`src/rtl/output_sram_arbiter_pkg.sv`:
```
`default_nettype none
// ============================================================================
// Module      : output_sram_arbiter_pkg
// Description : Shared constants and types for the output-SRAM write arbiter.
// Revision    : 1.0 - initial release
// ============================================================================
package output_sram_arbiter_pkg;

    localparam int FV_size       = 16;
    localparam int MAX_FV_num    = 16;
    localparam int Max_Node_id   = 256;
    // Each SRAM row packs two feature-vector elements
    localparam int ROWS_PER_NODE = MAX_FV_num / 2;
    localparam int ADDR_W        = $clog2(Max_Node_id * ROWS_PER_NODE);

    // One output-SRAM row write
    typedef struct packed {
        logic                   wen;
        logic [ADDR_W-1:0]      addr;
        logic [2*FV_size-1:0]   wdata;
    } Out_SRAM_Wr;

    // Arbiter FSM encoding
    typedef enum logic [1:0] {
        ST_IDLE   = 2'd0,
        ST_GRANT  = 2'd1,
        ST_STREAM = 2'd2
    } arb_state_t;

endpackage
`default_nettype wire

```
`src/rtl/output_sram_arbiter_rr_arbiter.sv`:
```
`default_nettype none
// ============================================================================
// Module      : rr_arbiter
// Description : Combinational masked-priority round-robin pick. Requests at or
//               above the pointer win first; otherwise the lowest request wins.
// Revision    : 1.0 - initial release
// ============================================================================
module rr_arbiter
    import output_sram_arbiter_pkg::*;
#(
    parameter int N     = 4,
    parameter int PTR_W = (N > 1) ? $clog2(N) : 1
) (
    input  logic [N-1:0]     req,
    input  logic [PTR_W-1:0] ptr,
    output logic [N-1:0]     grant,
    output logic [PTR_W-1:0] idx,
    output logic             any
);

    logic [N-1:0]     w_mask;
    logic [N-1:0]     w_masked;
    logic             w_hit_m;
    logic [PTR_W-1:0] w_idx_m;
    logic [PTR_W-1:0] w_idx_u;

    // Lowest set bit of the masked vector, falling back to the raw vector
    always_comb begin
        w_mask   = '0;
        w_hit_m  = 1'b0;
        w_idx_m  = '0;
        w_idx_u  = '0;
        for (int i = 0; i < N; i++) begin
            w_mask[i] = (PTR_W'(i) >= ptr);
        end
        w_masked = req & w_mask;
        for (int i = N - 1; i >= 0; i--) begin
            if (w_masked[i]) begin
                w_hit_m = 1'b1;
                w_idx_m = PTR_W'(i);
            end
            if (req[i]) begin
                w_idx_u = PTR_W'(i);
            end
        end
        any   = |req;
        idx   = w_hit_m ? w_idx_m : w_idx_u;
        grant = any ? (N'(1) << idx) : '0;
    end

endmodule
`default_nettype wire

```
`src/rtl/output_sram_arbiter.sv`:
```
`default_nettype none
// ============================================================================
// Module      : output_sram_arbiter
// Description : Shares the output-SRAM write port among vertex buffer banks.
//               Latches one-cycle bank requests, grants round-robin, and
//               forwards the granted bank's two-FV beats as SRAM row writes.
// Revision    : 1.0 - initial release
// ============================================================================
module output_sram_arbiter
    import output_sram_arbiter_pkg::*;
#(
    parameter int NUM_BANKS     = 4,
    parameter int FV_SIZE       = FV_size,
    parameter int MAX_FV_NUM    = MAX_FV_num,
    parameter int MAX_NODE_ID   = Max_Node_id,
    parameter int ROWS_PER_NODE = MAX_FV_NUM / 2,
    parameter int ADDR_W        = $clog2(MAX_NODE_ID * ROWS_PER_NODE)
) (
    input  logic                                   clk,
    input  logic                                   reset,
    input  logic [NUM_BANKS-1:0]                   bank_req,
    input  logic [NUM_BANKS-1:0]                   bank_grant_valid,
    input  logic [NUM_BANKS-1:0]                   bank_sos,
    input  logic [NUM_BANKS-1:0]                   bank_eos,
    input  logic [NUM_BANKS*$clog2(MAX_NODE_ID)-1:0] bank_nodeid,
    input  logic [NUM_BANKS*2*FV_SIZE-1:0]         bank_data,
    output logic [NUM_BANKS-1:0]                   req_grant,
    output logic                                   sram_wen,
    output logic [ADDR_W-1:0]                      sram_addr,
    output logic [2*FV_SIZE-1:0]                   sram_wdata,
    output logic                                   done,
    output logic [$clog2(MAX_NODE_ID)-1:0]         done_nodeid,
    output logic                                   busy,
    output logic                                   err
);

    localparam int NODE_W = $clog2(MAX_NODE_ID);
    localparam int PTR_W  = (NUM_BANKS > 1) ? $clog2(NUM_BANKS) : 1;
    // Beat counter must be able to hold ROWS_PER_NODE itself
    localparam int BEAT_W = $clog2(ROWS_PER_NODE + 1);
    localparam int DW     = 2 * FV_SIZE;

    arb_state_t             r_state;
    logic [NUM_BANKS-1:0]   r_pending;
    logic [PTR_W-1:0]       r_rr_ptr;
    logic [PTR_W-1:0]       r_win;
    logic [NUM_BANKS-1:0]   r_win_oh;
    logic [ADDR_W-1:0]      r_base;
    logic [BEAT_W-1:0]      r_beat;
    logic [NODE_W-1:0]      r_nodeid;

    logic [NUM_BANKS-1:0]   r_req_grant;
    logic                   r_sram_wen;
    logic [ADDR_W-1:0]      r_sram_addr;
    logic [DW-1:0]          r_sram_wdata;
    logic                   r_done;
    logic [NODE_W-1:0]      r_done_nodeid;
    logic                   r_err;

    logic [NODE_W-1:0]      w_nodeid [NUM_BANKS];
    logic [DW-1:0]          w_data   [NUM_BANKS];

    logic [NUM_BANKS-1:0]   w_arb_grant;
    logic [PTR_W-1:0]       w_arb_idx;
    logic                   w_arb_any;

    logic                   w_sel_valid;
    logic                   w_sel_sos;
    logic                   w_sel_eos;
    logic [NODE_W-1:0]      w_sel_nodeid;
    logic [DW-1:0]          w_sel_data;
    logic                   w_active;
    logic [NUM_BANKS-1:0]   w_stray;
    logic [ADDR_W-1:0]      w_grant_base;
    logic [ADDR_W-1:0]      w_beat_addr;
    logic                   w_last_row;
    logic [PTR_W-1:0]       w_ptr_next;

    // Split the flattened per-bank buses into arrays
    generate
        for (genvar gi = 0; gi < NUM_BANKS; gi++) begin : g_unpack
            assign w_nodeid[gi] = bank_nodeid[gi*NODE_W +: NODE_W];
            assign w_data[gi]   = bank_data[gi*DW +: DW];
        end
    endgenerate

    rr_arbiter #(
        .N     (NUM_BANKS),
        .PTR_W (PTR_W)
    ) u_rr_arbiter (
        .req   (r_pending),
        .ptr   (r_rr_ptr),
        .grant (w_arb_grant),
        .idx   (w_arb_idx),
        .any   (w_arb_any)
    );

    assign w_sel_valid  = bank_grant_valid[r_win];
    assign w_sel_sos    = bank_sos[r_win];
    assign w_sel_eos    = bank_eos[r_win];
    assign w_sel_nodeid = w_nodeid[r_win];
    assign w_sel_data   = w_data[r_win];

    // Any valid outside the owning bank, or while no stream is open, is a protocol error
    assign w_active     = (r_state == ST_GRANT) || (r_state == ST_STREAM);
    assign w_stray      = bank_grant_valid & ~(w_active ? r_win_oh : '0);

    assign w_grant_base = ADDR_W'(w_sel_nodeid) * ADDR_W'(ROWS_PER_NODE);
    assign w_beat_addr  = r_base + ADDR_W'(r_beat);
    assign w_last_row   = (r_beat == BEAT_W'(ROWS_PER_NODE - 1));
    assign w_ptr_next   = (r_win == PTR_W'(NUM_BANKS - 1)) ? '0 : r_win + PTR_W'(1);

    // Request latch: a new pulse wins over the clear from a same-cycle grant
    always_ff @(posedge clk) begin
        if (reset) begin
            r_pending <= '0;
        end else begin
            r_pending <= (r_pending & ~r_req_grant) | bank_req;
        end
    end

    // Arbitration / streaming FSM with registered grant, write and status outputs
    always_ff @(posedge clk) begin
        if (reset) begin
            r_state       <= ST_IDLE;
            r_rr_ptr      <= '0;
            r_win         <= '0;
            r_win_oh      <= '0;
            r_base        <= '0;
            r_beat        <= '0;
            r_nodeid      <= '0;
            r_req_grant   <= '0;
            r_sram_wen    <= 1'b0;
            r_sram_addr   <= '0;
            r_sram_wdata  <= '0;
            r_done        <= 1'b0;
            r_done_nodeid <= '0;
            r_err         <= 1'b0;
        end else begin
            r_req_grant <= '0;
            r_sram_wen  <= 1'b0;
            r_done      <= 1'b0;
            if (|w_stray) begin
                r_err <= 1'b1;
            end
            case (r_state)
                ST_IDLE: begin
                    if (w_arb_any) begin
                        r_win       <= w_arb_idx;
                        r_win_oh    <= w_arb_grant;
                        r_req_grant <= w_arb_grant;
                        r_state     <= ST_GRANT;
                    end
                end
                ST_GRANT: begin
                    r_rr_ptr <= w_ptr_next;
                    if (w_sel_valid && w_sel_sos) begin
                        r_base       <= w_grant_base;
                        r_nodeid     <= w_sel_nodeid;
                        r_beat       <= BEAT_W'(1);
                        r_sram_wen   <= 1'b1;
                        r_sram_addr  <= w_grant_base;
                        r_sram_wdata <= w_sel_data;
                        if (w_sel_eos) begin
                            r_done        <= 1'b1;
                            r_done_nodeid <= w_sel_nodeid;
                            r_state       <= ST_IDLE;
                        end else if (ROWS_PER_NODE == 1) begin
                            r_err         <= 1'b1;
                            r_done        <= 1'b1;
                            r_done_nodeid <= w_sel_nodeid;
                            r_state       <= ST_IDLE;
                        end else begin
                            r_state <= ST_STREAM;
                        end
                    end else begin
                        // Bank did not open its stream; drop it without re-pending
                        r_err   <= 1'b1;
                        r_state <= ST_IDLE;
                    end
                end
                ST_STREAM: begin
                    if (w_sel_valid) begin
                        r_sram_wen   <= 1'b1;
                        r_sram_addr  <= w_beat_addr;
                        r_sram_wdata <= w_sel_data;
                        r_beat       <= r_beat + BEAT_W'(1);
                        if (w_sel_eos) begin
                            r_done        <= 1'b1;
                            r_done_nodeid <= r_nodeid;
                            r_state       <= ST_IDLE;
                        end else if (w_last_row) begin
                            // Node's row budget used up without eos: close it out
                            r_err         <= 1'b1;
                            r_done        <= 1'b1;
                            r_done_nodeid <= r_nodeid;
                            r_state       <= ST_IDLE;
                        end
                    end else begin
                        r_err <= 1'b1;
                    end
                end
                default: begin
                    r_state <= ST_IDLE;
                end
            endcase
        end
    end

    assign req_grant   = r_req_grant;
    assign sram_wen    = r_sram_wen;
    assign sram_addr   = r_sram_addr;
    assign sram_wdata  = r_sram_wdata;
    assign done        = r_done;
    assign done_nodeid = r_done_nodeid;
    assign busy        = (r_state != ST_IDLE) || (|r_pending);
    assign err         = r_err;

endmodule
`default_nettype wire

```
`config.mk`:
```
export PLATFORM = sky130hd
export DESIGN_NAME = output_sram_arbiter
export DESIGN_NICKNAME = d
export VERILOG_FILES = /design/src/rtl/output_sram_arbiter_pkg.sv /design/src/rtl/output_sram_arbiter_rr_arbiter.sv /design/src/rtl/output_sram_arbiter.sv
export SDC_FILE = /design/constraint.sdc
export NUM_CORES = 1
export LEC_CHECK = 0
export BUFFER_PORTS_ARGS = -buffer_cell sky130_fd_sc_hd__buf_4
export CAP_MARGIN = 20
export CORE_ASPECT_RATIO = 1.25
export CORE_MARGIN = 2
export CORE_UTILIZATION = 50
export DETAILED_ROUTE_END_ITERATION = 16
export GPL_TIMING_DRIVEN = 1
export PLACE_DENSITY = 0.86
export SKIP_LAST_GASP = 1
export SLEW_MARGIN = 25
export SYNTH_ARGS = -nofsm -noshare
export SYNTH_HDL_FRONTEND = slang
export SYNTH_SLANG_ARGS = --single-unit
export TNS_END_PERCENT = 20
```
`constraint.sdc`:
```
create_clock -name clk -period 3.7 [get_ports clk]
set_input_delay 0.74 -clock clk [delete_from_list [all_inputs] [get_ports clk]]
set_output_delay 0.74 -clock clk [all_outputs]
set_load 0.05 [all_outputs]
```
==> run summary <==
Setup_tns: 0 ps
Yosys top cell area share: 34.9%
Die W: 91.8 um
Num CTS Buffers: 9
First-pass GRT wire length: 23.6 mm
Synth area leader: dfxtp_1
Synthesized cell area: 4820 um2
Clk buf depth: 2
Clk Tree Root Cell: clkbuf_16
RSZ-0062 raised after global routing: false
Port bufs: 236
Fin crit period: 2580 ps
Synthesized area per cell: 9.81 um2
Top FF cell, synth: dfxtp_1
Layout cells sized above 1: 44.8%
Worst-margin pin slew: 852 ps
Remaining Overflow, GRT: 0
Int Pwr: 2050 uW
Io pins: 237
VDD IR max: 0.000271 V
Die Height: 114 um
Starting Density: 50.7%
Synth-to-Final Area Change: 43.2%
Sw frac: 31.1%
Global router's overall resource usage: 28.2%
Psw: 923 uW
Clock Latency Late Sink: 330 ps
Synth top area cells: dfxtp_1 (35%), mux4_2 (20%), a21oi_1 (5.5%), o21ai_0 (4.8%), nand3_1 (3.9%)
Final WL: 15.1 mm
Row count: 40
Synth Register Bits: 84
Setup violations, final: 0
Cells after Synth: 491
Fin crit share: 69.8%
Clock skew: 8.71 ps
Synth cell types: 58
Post-CTS Resized: 0
Final nets: 879
Leakage: 0.00288 uW
Post-CTS Setup Bufs: 0
Htree depth: 3
Max-slew headroom: 43.2%
Fillcell total: 712
Cells after DPL: 809
Reg power frac: 35.0%
Most frequent cells in the layout: buf_4 (242), dfxtp_1 (82), a21oi_1 (53)
Commonest non-fill, non-tap cell in the layout: buf_4
Max Cap Violations: 0
Clk slew on worst S/H paths: 60 ps
WP data required: 3960 ps
Vias: 4954
First-pass DRT Iterations: 4
Outcome: complete, no violations
Register area: 1690 um2
Slew Viols, Final: 0
Via-per-instance ratio: 6.00
CP Launch Type: flop
DR WL/cell: 18.3 um
Starting DRC count in detailed routing: 259
Diode count: 0
CTS tree: done
Layout Cells excl Fill: 825
Largest net degree at the start of global routing: 79
Final Hold Viols: 0
Worst-path fanout max: 28
Final estimated routing congestion in global placement: 0.836
Fmax: 387 MHz
DIE AREA: 10400 um2
Hold crit path type: reg -> reg
Post-synthesis sequential area ratio: 34.9%
Logic pwr share: 30.3%
EDFF count, synth: 0
Final HPWL DP: 11.2 mm
Initial antenna violation count: 0
Synthesized Nets: 676
Critical path class: reg -> reg
Crit end category: flop
Core area: 9510 um2
Area of the multi-input gates: 2830 um2
Final ANT Viol Nets: 0
Clock power frac: 34.7%
Ys Warns: 0
Async SR Flop Fraction: 0%
PD cells: 431 nW/um2
Clock sink total: 84
CP arrival: 2840 ps
Vias in the first global route: 5033
DRC violations left: 0
Cts hold-fix bufs: 0
-- cell usage after synthesis (3+ instances only) --
master,number
a2111o_1,3
a211oi_1,3
a21boi_0,3
a21oi_1,53
and3_1,3
buf_1,4
buf_2,7
buf_4,6
buf_6,5
clkbuf_1,27
dfxtp_1,84
ha_1,7
inv_1,14
mux2i_1,18
mux4_2,43
nand2_1,13
nand3_1,38
nand4_1,5
nor2_1,26
nor2b_1,7
nor3_1,10
nor3b_1,6
nor4_1,3
o21ai_0,46
o22ai_1,6
o41ai_1,3
or4_1,5
-- power by group through the flow --
stage                     clock network, uW  logic (uW)  registers, uW
after detailed placement                  0         892           1060
after floorplan                           0         477           1170
after CTS                              1040         899           1040
final                                  1030         900           1040
after global routing                   1070         959           1050
after global placement                    0         868           1050
-- critical path, cell delays in order, from the launching register on --
cell     delay (ps)
dfxtp_4         560
mux4_2          660
a21oi_4         640
buf_4           350
o21ai_0         110
a21oi_1         190
-- layer usage --
layer / global-route usage (%) / wire length (um)
met4: 16.4 / 697
met1: 30.5 / 5040
met5: 0 / 0
met3: 4.69 / 1070
met2: 51.5 / 8270
-- layout make-up --
class	count	area share, %
multi-input cells	343	41.1
repair buffers	242	26.3
clock inverters	6	1.61
clock buffers	10	3.46
well taps	126	2.29
inverters	14	0.762
flip-flops and latches	84	24.5
-- kinds of logic after synthesis --
group                      Yosys count  synth area share (%)
DFF                                 84                  34.9
and+or+nand+nor                    127                  14.0
AOI/OAI and AO/OA                  144                  18.2
buffers and inverters               64                  6.44
muxes                               62                  24.1
adders and majority gates            7                  1.82
xor gates and xnor gates             3                 0.545
-- stage by stage --
step / power [uW] / setup WS (ps) / util [%] / hold slack (ps) / area [um2]
detailed placement: 1950 / 955 / 68.9 / 449 / 6550
finish: 2970 / 1120 / 72.5 / 470 / 6900
global placement: 1920 / 1000 / 68.9 / 433 / 6550
CTS: 2970 / 1120 / 72.5 / 464 / 6900
floorplan: 1640 / 1560 / - / 415 / 4820
global route: 3080 / 900 / 72.5 / 491 / 6900
-- path summary, 6_finish.rpt --
kind         cells after the start         from              to  slack (ps)
max                              5     r_win[0]  sram_wdata[11]        1120
min                              2  r_win_oh[0]     r_win_oh[0]         470
max reg2reg                      5     r_win[0]  sram_wdata[11]        1120
min reg2reg                      2  r_win_oh[0]     r_win_oh[0]         470
-- state kept, by name (all words and copies together) (netlist names) --
name         flops
r_win            2
req_grant        4
err              1
sram_addr       11
sram_wen         1
r_pending        4
r_base           8
done             1
r_beat           4
r_win_oh         4
done_nodeid      8
sram_wdata      32
r_state          2
r_rr_ptr         2
(Power assumes the default switching activity.)
